--- src/rtl/card_pkg.sv ---
// ============================================================================
// Package     : card_pkg
// Description : Shared constants for the draw_card unit: card range, blank
//               digit code and the 16 active-low seven-segment encodings
//               (bit0 = a .. bit6 = g). The LFSR seed/taps exist only when
//               DRAW_CARD_LFSR_EN is defined.
// Revision    : 1.0 - initial release
// ============================================================================
`default_nettype none

package card_pkg;

  localparam logic [3:0] CARD_MIN  = 4'd1;
  localparam logic [3:0] CARD_MAX  = 4'd13;

  localparam logic [6:0] SEG_BLANK = 7'b1111111;

  localparam logic [6:0] SEG_0 = 7'b1000000;
  localparam logic [6:0] SEG_1 = 7'b1111001;
  localparam logic [6:0] SEG_2 = 7'b0100100;
  localparam logic [6:0] SEG_3 = 7'b0110000;
  localparam logic [6:0] SEG_4 = 7'b0011001;
  localparam logic [6:0] SEG_5 = 7'b0010010;
  localparam logic [6:0] SEG_6 = 7'b0000010;
  localparam logic [6:0] SEG_7 = 7'b1111000;
  localparam logic [6:0] SEG_8 = 7'b0000000;
  localparam logic [6:0] SEG_9 = 7'b0010000;
  localparam logic [6:0] SEG_A = 7'b0001000;
  localparam logic [6:0] SEG_B = 7'b0000011;
  localparam logic [6:0] SEG_C = 7'b1000110;
  localparam logic [6:0] SEG_D = 7'b0100001;
  localparam logic [6:0] SEG_E = 7'b0000110;
  localparam logic [6:0] SEG_F = 7'b0001110;

`ifdef DRAW_CARD_LFSR_EN
  // Right-shifting Galois form of x^8+x^6+x^5+x^4+1.
  localparam logic [7:0] LFSR_SEED = 8'h01;
  localparam logic [7:0] LFSR_TAPS = 8'hB8;
`endif

endpackage

`default_nettype wire

--- src/rtl/draw_card_if.sv ---
// ============================================================================
// Interface   : draw_card_if
// Description : Draw request plus card value and HEX digit pair.
//   in    draw request (level, rising edge acted on)
//   card  latched card value, 0 = none drawn
//   tens  active-low tens digit segments
//   ones  active-low ones digit segments
// Modports    : master (game side), slave (draw_card)
// Revision    : 1.0 - initial release
// ============================================================================
`default_nettype none

interface draw_card_if;
  logic       in;
  logic [3:0] card;
  logic [6:0] tens;
  logic [6:0] ones;

  modport master (output in, input card, input tens, input ones);
  modport slave  (input in, output card, output tens, output ones);
endinterface

`default_nettype wire

--- src/rtl/hex_display.sv ---
// ============================================================================
// Module      : hex_display
// Description : Combinational 4-bit value to active-low seven-segment decode,
//               full 0..F coverage.
//   value  in  4  hex value
//   seg    out 7  active-low segments, bit0 = a .. bit6 = g
// Revision    : 1.0 - initial release
// ============================================================================
`default_nettype none

module hex_display
  import card_pkg::*;
(
  input  logic [3:0] value,
  output logic [6:0] seg
);

  always_comb begin
    seg = SEG_0;
    case (value)
      4'h0: seg = SEG_0;
      4'h1: seg = SEG_1;
      4'h2: seg = SEG_2;
      4'h3: seg = SEG_3;
      4'h4: seg = SEG_4;
      4'h5: seg = SEG_5;
      4'h6: seg = SEG_6;
      4'h7: seg = SEG_7;
      4'h8: seg = SEG_8;
      4'h9: seg = SEG_9;
      4'hA: seg = SEG_A;
      4'hB: seg = SEG_B;
      4'hC: seg = SEG_C;
      4'hD: seg = SEG_D;
      4'hE: seg = SEG_E;
      4'hF: seg = SEG_F;
    endcase
  end

endmodule

`default_nettype wire

--- src/rtl/draw_card.sv ---
// ============================================================================
// Module      : draw_card
// Description : Free-running card source; latches a card (1..13) on each
//               rising edge of the draw request and shows it in decimal on
//               two active-low seven-segment digits.
//   clock  in  1  system clock
//   reset  in  1  asynchronous active-low reset
//   bus    draw_card_if.slave (in / card / tens / ones)
// Config      : DRAW_CARD_LFSR_EN - source is an 8-bit Galois LFSR and the
//               card is (lfsr mod 13) + 1; otherwise a 1..13 counter.
// Revision    : 1.0 - initial release
// ============================================================================
`default_nettype none

module draw_card
  import card_pkg::*;
(
  input  logic       clock,
  input  logic       reset,
  draw_card_if.slave bus
);

  logic [3:0] draw_val;
  logic       in_d;
  logic [3:0] card_reg;

`ifdef DRAW_CARD_LFSR_EN
  logic [7:0] lfsr;

  always_ff @(posedge clock or negedge reset) begin
    if (!reset) begin
      lfsr <= LFSR_SEED;
    end else if (lfsr == 8'h00) begin
      // Lock-up state is unreachable from the seed; recover anyway.
      lfsr <= LFSR_SEED;
    end else if (lfsr[0]) begin
      lfsr <= (lfsr >> 1) ^ LFSR_TAPS;
    end else begin
      lfsr <= lfsr >> 1;
    end
  end

  assign draw_val = 4'(lfsr % {4'd0, CARD_MAX}) + CARD_MIN;
`else
  logic [3:0] src;

  // 13 wraps to 1 through the same branch that repairs 0/14/15.
  always_ff @(posedge clock or negedge reset) begin
    if (!reset) begin
      src <= CARD_MIN;
    end else if (src < CARD_MIN || src >= CARD_MAX) begin
      src <= CARD_MIN;
    end else begin
      src <= src + 4'd1;
    end
  end

  assign draw_val = src;
`endif

  // in_d resets low, so a request already high at reset release draws once.
  always_ff @(posedge clock or negedge reset) begin
    if (!reset) begin
      in_d     <= 1'b0;
      card_reg <= 4'd0;
    end else begin
      in_d <= bus.in;
      if (bus.in && !in_d) begin
        card_reg <= draw_val;
      end
    end
  end

  // Decimal split of a 0..15 value: at most one tens digit.
  logic       two_digit;
  logic [3:0] tens_val;
  logic [3:0] ones_val;
  logic [6:0] tens_seg;
  logic [6:0] ones_seg;

  assign two_digit = (card_reg >= 4'd10);
  assign tens_val  = two_digit ? 4'd1 : 4'd0;
  assign ones_val  = two_digit ? (card_reg - 4'd10) : card_reg;

  hex_display u_tens (
    .value (tens_val),
    .seg   (tens_seg)
  );

  hex_display u_ones (
    .value (ones_val),
    .seg   (ones_seg)
  );

  assign bus.card = card_reg;
  assign bus.tens = two_digit ? tens_seg : SEG_BLANK;
  assign bus.ones = ones_seg;

endmodule

`default_nettype wire

--- src/flat_wrapper.sv ---
// flat-port wrapper written by rule: the top's interface ports become plain ports
module draw_card_flat import card_pkg::*;
  (clock, reset, bus_in, bus_card, bus_tens, bus_ones);
  draw_card_if bus_i ();
  input  logic clock;
  input  logic reset;
  input wire logic [$bits(bus_i.in)-1:0] bus_in;
  output wire logic [$bits(bus_i.card)-1:0] bus_card;
  output wire logic [$bits(bus_i.tens)-1:0] bus_tens;
  output wire logic [$bits(bus_i.ones)-1:0] bus_ones;
  assign bus_i.in = bus_in;
  assign bus_card = bus_i.card;
  assign bus_tens = bus_i.tens;
  assign bus_ones = bus_i.ones;
  draw_card u_core (.clock(clock), .reset(reset), .bus(bus_i));
endmodule
--- config.mk ---
export PLATFORM = sky130hd
export DESIGN_NAME = draw_card_flat
export DESIGN_NICKNAME = d
export VERILOG_FILES = /design/src/rtl/card_pkg.sv /design/src/rtl/draw_card_if.sv /design/src/rtl/hex_display.sv /design/src/rtl/draw_card.sv /design/src/flat_wrapper.sv
export SDC_FILE = /design/constraint.sdc
export NUM_CORES = 1
export LEC_CHECK = 0
export CORE_MARGIN = 2
export CORE_UTILIZATION = 50
export CTS_CLUSTER_DIAMETER = 100
export DETAILED_ROUTE_END_ITERATION = 8
export PLACE_DENSITY = 0.86
export RECOVER_POWER = 25
export SLEW_MARGIN = 5
export SYNTH_ARGS = -nofsm -noshare
export SYNTH_HDL_FRONTEND = slang
export SYNTH_HIERARCHICAL = 1
export SYNTH_SLANG_ARGS = --single-unit
--- constraint.sdc ---
create_clock -name clock -period 2.54 [get_ports clock]
set_input_delay 0.254 -clock clock [delete_from_list [all_inputs] [get_ports clock]]
set_output_delay 0.254 -clock clock [all_outputs]
set_load 0.005 [all_outputs]
==> metrics.md, run 1 <==
| Metric | Value |
|---|---|
| Net Sw Power | `about 200 uW` |
| GP Congestion | `a little over 0.8` |
| Drt first-iter violations | `21` |
| Cell Count, Final, Fillers Out | `roughly 180` |
| Post-synthesis cell area | `about 0.0011 mm^2` |
| Hold/Removal Path Class | `in -> async` |
| Final hold violation count | `0` |
| CP arrival | `~2200 ps` |
| Die width | `~50 um` |
| WS Path Type | `reg -> out` |
| Ant diodes | `0` |
| Grt met3 use | `0.0119` |
| Setup_tns | `0 ps` |
| R2R depth | `5` |
| Placed inst area | `0.00134 mm^2` |
| Pwr Density | `416 mW/mm^2` |
| Vias in the first global route | `between 800 and 900` |
| Synth Area in Simple Gates | `0.177` |
| Mux cell area share after synthesis | `0.165` |
| Switching Share | `0.340` |
| R2R Path End | `u_core/draw_val[2]$_DFF_PN0_` |
| Die ar. | `between 0.002 and 0.003 mm^2` |
| CTS Root Cell | `clkbuf_4` |
| CTS tree | `built` |
| Placed cell count | `175` |
| Kind of end point of the critical path | `output port` |
| Fin crit share | `0.967` |
| Netlist cell types | `31` |
| Post-route ant nets | `0` |
| Vias | `roughly 900` |
| Worst Path Max Fanout | `11` |
| Main flop type after synthesis | `dfrtp_1` |
| Clk Latency, worst-skew pair | `260 ps` |
| Sequential Power Share | `0.274` |
| Fin. max-slew vios | `0` |
| # Max-Cap Violations | `0` |
| FMAX | `~0.4 GHz` |
| Htree depth | `1` |
| Count leader, synth | `ha_1` |
| Mean Syn Cell Area | `approximately 9 um^2` |
| Adder-cell share of the synthesized area | `0.209` |
| # setup viols final | `0` |
| Share of cells above drive strength 1 | `0.197` |
| Clock sinks | `9` |
| Logic pwr share | `0.539` |
| Initial antenna violation count | `0` |
| RR Startpoint | `u_core/draw_val[0]$_DFF_PN1_` |
| Synth Area in XOR/XNOR | `0` |
| Clk slew on worst S/H paths | `around 60 ps` |
| Count of flip-flops with a built-in enable after synthesis | `0` |
| Via/cell ratio | `roughly 5` |
| Min Tclk post-route | `between 2000 and 2500 ps` |
| Setup slack, reg-to-reg | `approximately 1100 ps` |
| GR peak layer | `met2` |
| Synth Area in Compound Gates | `0.156` |
| Met2 global-route usage | `0.371` |
| Die Height | `50.4 um` |
| Flops & latches, synth | `9` |
| Total routed wirelength | `~2.3 mm` |
| Synth area leader | `ha_1` |
| I/O pin cnt | `21` |
| Sequential-to-total area share from yosys stat | `0.210` |
| Area growth, synth to finish | `32.7%` |
| Final #Nets | `between 150 and 200` |
| Largest net degree at the start of global routing | `12` |
| Clock Power Share | `0.187` |
| DRC Markers | `0` |
| P_leak | `0.000682 uW` |
| YS warnings | `6` |
| Top-area cell type share of the netlist area | `0.209` |
| TritonCTS Buffers | `3` |
| Ys async rst share | `1.00` |
| Synth top cells by count | `ha_1, inv_1, nor2_1` |
| VDD IR max | `0.420 mV` |
| Initial Util | `0.538` |
| P_int | `between 300 and 400 uW` |
| Gr usage total | `0.191` |
| Core box area | `0.00200 mm^2` |
| Crit start category | `register` |
| PortBufs | `19` |
| Synth Instances | `around 120` |
| DP HPWL | `about 1.7 mm` |
| Gr ovfl total | `0` |
| Bufs on Longest Clock Path | `2` |
| Fin area | `about 0.0014 mm^2` |
| FP Rows | `16` |
| Drt wl/cell | `between 10 and 15 um` |
| Synth top area cells | `ha_1, dfrtp_1, mux2i_1` |
| Status | `complete, no violations` |
| Clk_skew | `2.91 ps` |
| Largest family of logic cells by synthesized area | `adder cells` |
| DRT Pass-1 Iters | `4` |
| Critical Path RT | `2290 ps` |
| Global routing usage on met1 | `0.213` |
| Power Total | `between 500 and 600 uW` |
| First-pass GRT wire length | `between 3 and 4 mm` |
kinds of logic (layout without fill, tap and decap cells):
kind of cell,after synthesis,in the layout
flip-flops,9,9
multiplexers,14,14
adder cells (fa/ha/maj),18,18
AND/OR/NAND/NOR,34,34
other,1,10
buffers and inverters,17,46
AO/OA/AOI/OAI,26,26
what timing repair did:
action                                  in CTS  in global routing
endpoints found under the setup margin       4                  3
gates cloned                                 0                  0
pin swaps                                    1                  1
gates resized for setup                      7                  9
setup buffers                                4                  1
hold buffers                                 0                  0
power groups by stage:
stage	clock network [uW]	logic (uW)	registers, uW
finish	111	320	163
global route	122	351	165
CTS	119	304	161
detailed placement	0	298	166
global placement	0	285	164
floorplan	0	167	165
critical path, stage by stage (launching register included):
cell             delay, ps
dfrtp_2                450
inv_1                   70
ha_1                   130
o21a_1                 150
buf_6                  170
mux2_2                 340
a22o_1                 180
clkdlybuf4s50_1        440
metrics by stage:
step | setup slack (ps) | util | hold WS (ps)
after floorplan | 420 | - | -41.6
after global placement | 180 | 0.669 | 467
after detailed placement | 67.6 | 0.669 | 491
after CTS | 16.6 | 0.698 | 287
after global routing | -10.4 | 0.713 | 396
final | 83.8 | 0.713 | 359
layout make-up:
cell class,count,area (um^2)
Tap cell,27,33.8
Inverter,12,47.5
Sequential cell,9,229
Fill cell,156,574
Multi-Input combinational cell,102,816
Clock buffer,4,26.3
Timing Repair Buffer,30,275
worst max path at each step:
stage	slack, ps	endpoint	startpoint
after floorplan	420	bus_ones[3]	u_core/bus.card[1]$_DFFE_PN0P_
after global placement	180	bus_ones[0]	u_core/bus.card[3]$_DFFE_PN0P_
after detailed placement	70	bus_ones[0]	u_core/bus.card[3]$_DFFE_PN0P_
after CTS	20	bus_tens[5]	u_core/bus.card[1]$_DFFE_PN0P_
after global routing	-10	bus_ones[6]	u_core/bus.card[1]$_DFFE_PN0P_
final	80	bus_ones[6]	u_core/bus.card[2]$_DFFE_PN0P_
placed cells by master, fill, tap and decap left out, types with 2 or more instances in the layout:
cell type and instances:
a21oi_1 5, a22o_1 4, a32o_1 2, and2b_2 2, buf_4 10, clkbuf_4 3
clkdlybuf4s50_1 13, conb_1 10, dfrtp_1 6, dfrtp_2 2, dlygate4sd2_1 3, dlygate4sd3_1 2
ha_1 17, inv_1 9, inv_2 2, mux2_2 4, mux2i_1 8, mux4_1 2
nand2_1 6, nor2_1 11, o21ai_0 8, or2_1 7, or3b_1 2
metal layers:
layer	wire length [um]	share of wire	vias up
met2	1230	0.54	19
met3	48	0.021	2
met4	17	0.0075	0
met1	963	0.43	432
li1	-	-	470
met5	0	0	-
(Power assumes the default switching activity.)
==> run 2, diff against run 1 <==
- clock period: 2.54 -> 2.32 ns (I/O delays scaled with it)
==> run 2 against run 1 <==
Against the previous run:
- the flow now finishes with violations (negative setup slack)
- clock-buffer cell count unchanged
- clock power up 12%
- first-iteration DRC count decreased by 67%
- critical path depth did not move
- register-to-register slack worse by 240 ps
- sequential power rose by 9%
- setup slack got worse by 120 ps
- critical path type unchanged
- critical endpoint is now bus_ones[2]
==> metrics.md, run 2 (synthesis results as in run 1) <==
| Metric | Value |
|---|---|
| Initial antenna violation count | `0 (unchanged)` |
| Critical Path RT | `2090 ps (-200 ps)` |
| Pwr Density | `453 mW/mm^2 (+8.9%)` |
| Core box area | `0.00200 mm^2 (unchanged)` |
| CTS Root Cell | `clkbuf_4` |
| Final hold violation count | `0 (unchanged)` |
| Gr ovfl total | `0 (unchanged)` |
| WS Path Type | `reg -> out` |
| Share of cells above drive strength 1 | `0.250 (+0.0525)` |
| DRT Pass-1 Iters | `4 (unchanged)` |
| Area growth, synth to finish | `35.0%` |
| Clk_skew | `2.11 ps (-0.793 ps)` |
| RSZ-0062 raised after global routing | `true` |
| Most frequent cells in the layout | `ha_1, nor2_1, conb_1` |
| Clk Latency, worst-skew pair | `260 ps (about the same)` |
| Bufs on Longest Clock Path | `2 (unchanged)` |
| # Max-Cap Violations | `0 (unchanged)` |
| Htree depth | `1 (unchanged)` |
| Clk slew on worst S/H paths | `60 ps (about the same)` |
| # setup viols final | `1 (+1)` |
| FP Rows | `16 (unchanged)` |
| TritonCTS Buffers | `3 (unchanged)` |
| P_leak | `0.000711 uW (+4.2%)` |
| RR Startpoint | `u_core/draw_val[0]$_DFF_PN1_` |
| Setup slack, reg-to-reg | `830 ps (-240 ps)` |
| Hold/Removal Path Class | `in -> async` |
| Most common cell after layout, fill and taps aside | `ha_1` |
| Gr usage total | `0.189 (-0.00189)` |
| Fin crit share | `1.02` |
| Hold buffers post-CTS | `0 (unchanged)` |
| End-of-flow core utilization | `0.726 (+0.0125)` |
| Post-route ant nets | `0 (unchanged)` |
| Min Tclk post-route | `2360 ps` |
| FMAX | `around 0.42 GHz` |
| Status | `finished, violations left` |
| Total routed wirelength | `2.45 mm (+8.4%)` |
| Ant diodes | `0 (unchanged)` |
| Initial Util | `0.538 (unchanged)` |
| Failing checks | `negative setup slack` |
| Kind of end point of the critical path | `output port` |
| Drt wl/cell | `13.1 um (+6.7%)` |
| Fin. max-slew vios | `0 (unchanged)` |
| Die ar. | `0.00254 mm^2 (unchanged)` |
| Crit start category | `register` |
| Vias in the first global route | `897 (+1.5%)` |
| Worst Path Max Fanout | `6 (-5)` |
| Worst setup margin | `-37.1 ps (-121 ps)` |
| DRC Markers | `0 (unchanged)` |
| CTS tree | `built` |
| Clock sinks | `9 (unchanged)` |
| Die Height | `50.4 um (unchanged)` |
| PortBufs | `19 (unchanged)` |
| GP Congestion | `0.839 (+1.6%)` |
| Largest net degree at the start of global routing | `12 (unchanged)` |
| Setup crit start | `u_core/bus.card[2]$_DFFE_PN0P_` |
| Via/cell ratio | `5.05 (+0.74%)` |
| Die width | `50.4 um (unchanged)` |
| I/O pin cnt | `21 (unchanged)` |
| CP arrival | `2130 ps (-70 ps)` |
| Vias | `945 (+2.4%)` |
| Power Total | `658 uW (+11%)` |
| Final #Nets | `182 (+1.7%)` |
| VDD IR max | `0.452 mV (+7.6%)` |
| DP HPWL | `1.73 mm (+2.0%)` |
| Drt first-iter violations | `7 (-67%)` |
| First-pass GRT wire length | `3.71 mm (-1.6%)` |
## run 2: cell count changes in the layout (fill, tap and decap cells not counted), moves of 2 or more
cell             delta
clkbuf_2            +3
buf_6               +3
clkdlybuf4s50_1     -6
dlymetal6s2s_1      +2
## run 2: final timing paths
| check | to | cells past startpoint |
|---|---|---|
| worst max-delay path | bus_ones[2] | 7 |
| worst min-delay path | u_core/bus.card[3]$_DFFE_PN0P_ | 1 |
| worst max register to register | u_core/draw_val[2]$_DFF_PN0_ | 5 |
| worst min register to register | u_core/draw_val[0]$_DFF_PN1_ | 1 |
| max in group asynchronous | u_core/draw_val[0]$_DFF_PN1_ | 1 |
| min in group clock | u_core/draw_val[0]$_DFF_PN1_ | 1 |
## run 2: timing repair
item | CTS | global route
cloned | 0 | 1
endpoints found under the setup margin | 7 | 9
resized for setup | 14 | 22
hold endpoints to repair | 0 | 0
pin swaps | 0 | 0
setup buffers | 0 | 2
## run 2: worst max-delay path: stages, from the launching register on
cell             delay (ps)
dfrtp_2                 420
inv_1                    70
ha_1                    200
o21a_1                  240
buf_6                   150
nor2_1                  150
a22o_1                  150
clkdlybuf4s50_1         490
## run 2: metal layers
layer / GRT usage / share of wire / up-vias
met1: 0.204 / 0.38 / 444
met5: 0 / 0 / -
met2: 0.375 / 0.58 / 15
li1: - / - / 480
met3: 0.00893 / 0.018 / 6
met4: 0.0811 / 0.022 / 0
## run 2: area by class of cell
class	count	area, um^2
timing repair buffer	33	295
tap	27	33.8
sequential	9	228
fill	142	549
clock buffer	4	26.3
inverter	12	47.5
multi-input combinational	102	822
## run 2: power breakdown
part	total [uW]	internal (uW)	switching, uW
clock network	124	66.5	57.6
logic	355	194	161
registers	178	166	12.8
## run 2: through the flow
| step | cells | hold WS [ps] | instance area [um^2] | TNS, ps | setup WS [ps] |
|---|---|---|---|---|---|
| final | 187 | 330 | 1450 | -37.1 | -37.1 |
| after global routing | 187 | 363 | 1450 | -203 | -132 |
| after CTS | 184 | 266 | 1400 | -63.8 | -63.8 |
| after detailed placement | 180 | 468 | 1380 | -13.4 | -13.4 |
| after global placement | 180 | 464 | 1380 | 0 | 76.0 |
| after floorplan | 128 | -63.6 | 1110 | 0 | 222 |
==> run 3, diff against run 2 <==
- CAP_MARGIN: not set -> 20
==> results of run 3 <==
Same layout as run 2: the final DEF is identical, and so are final timing and power.
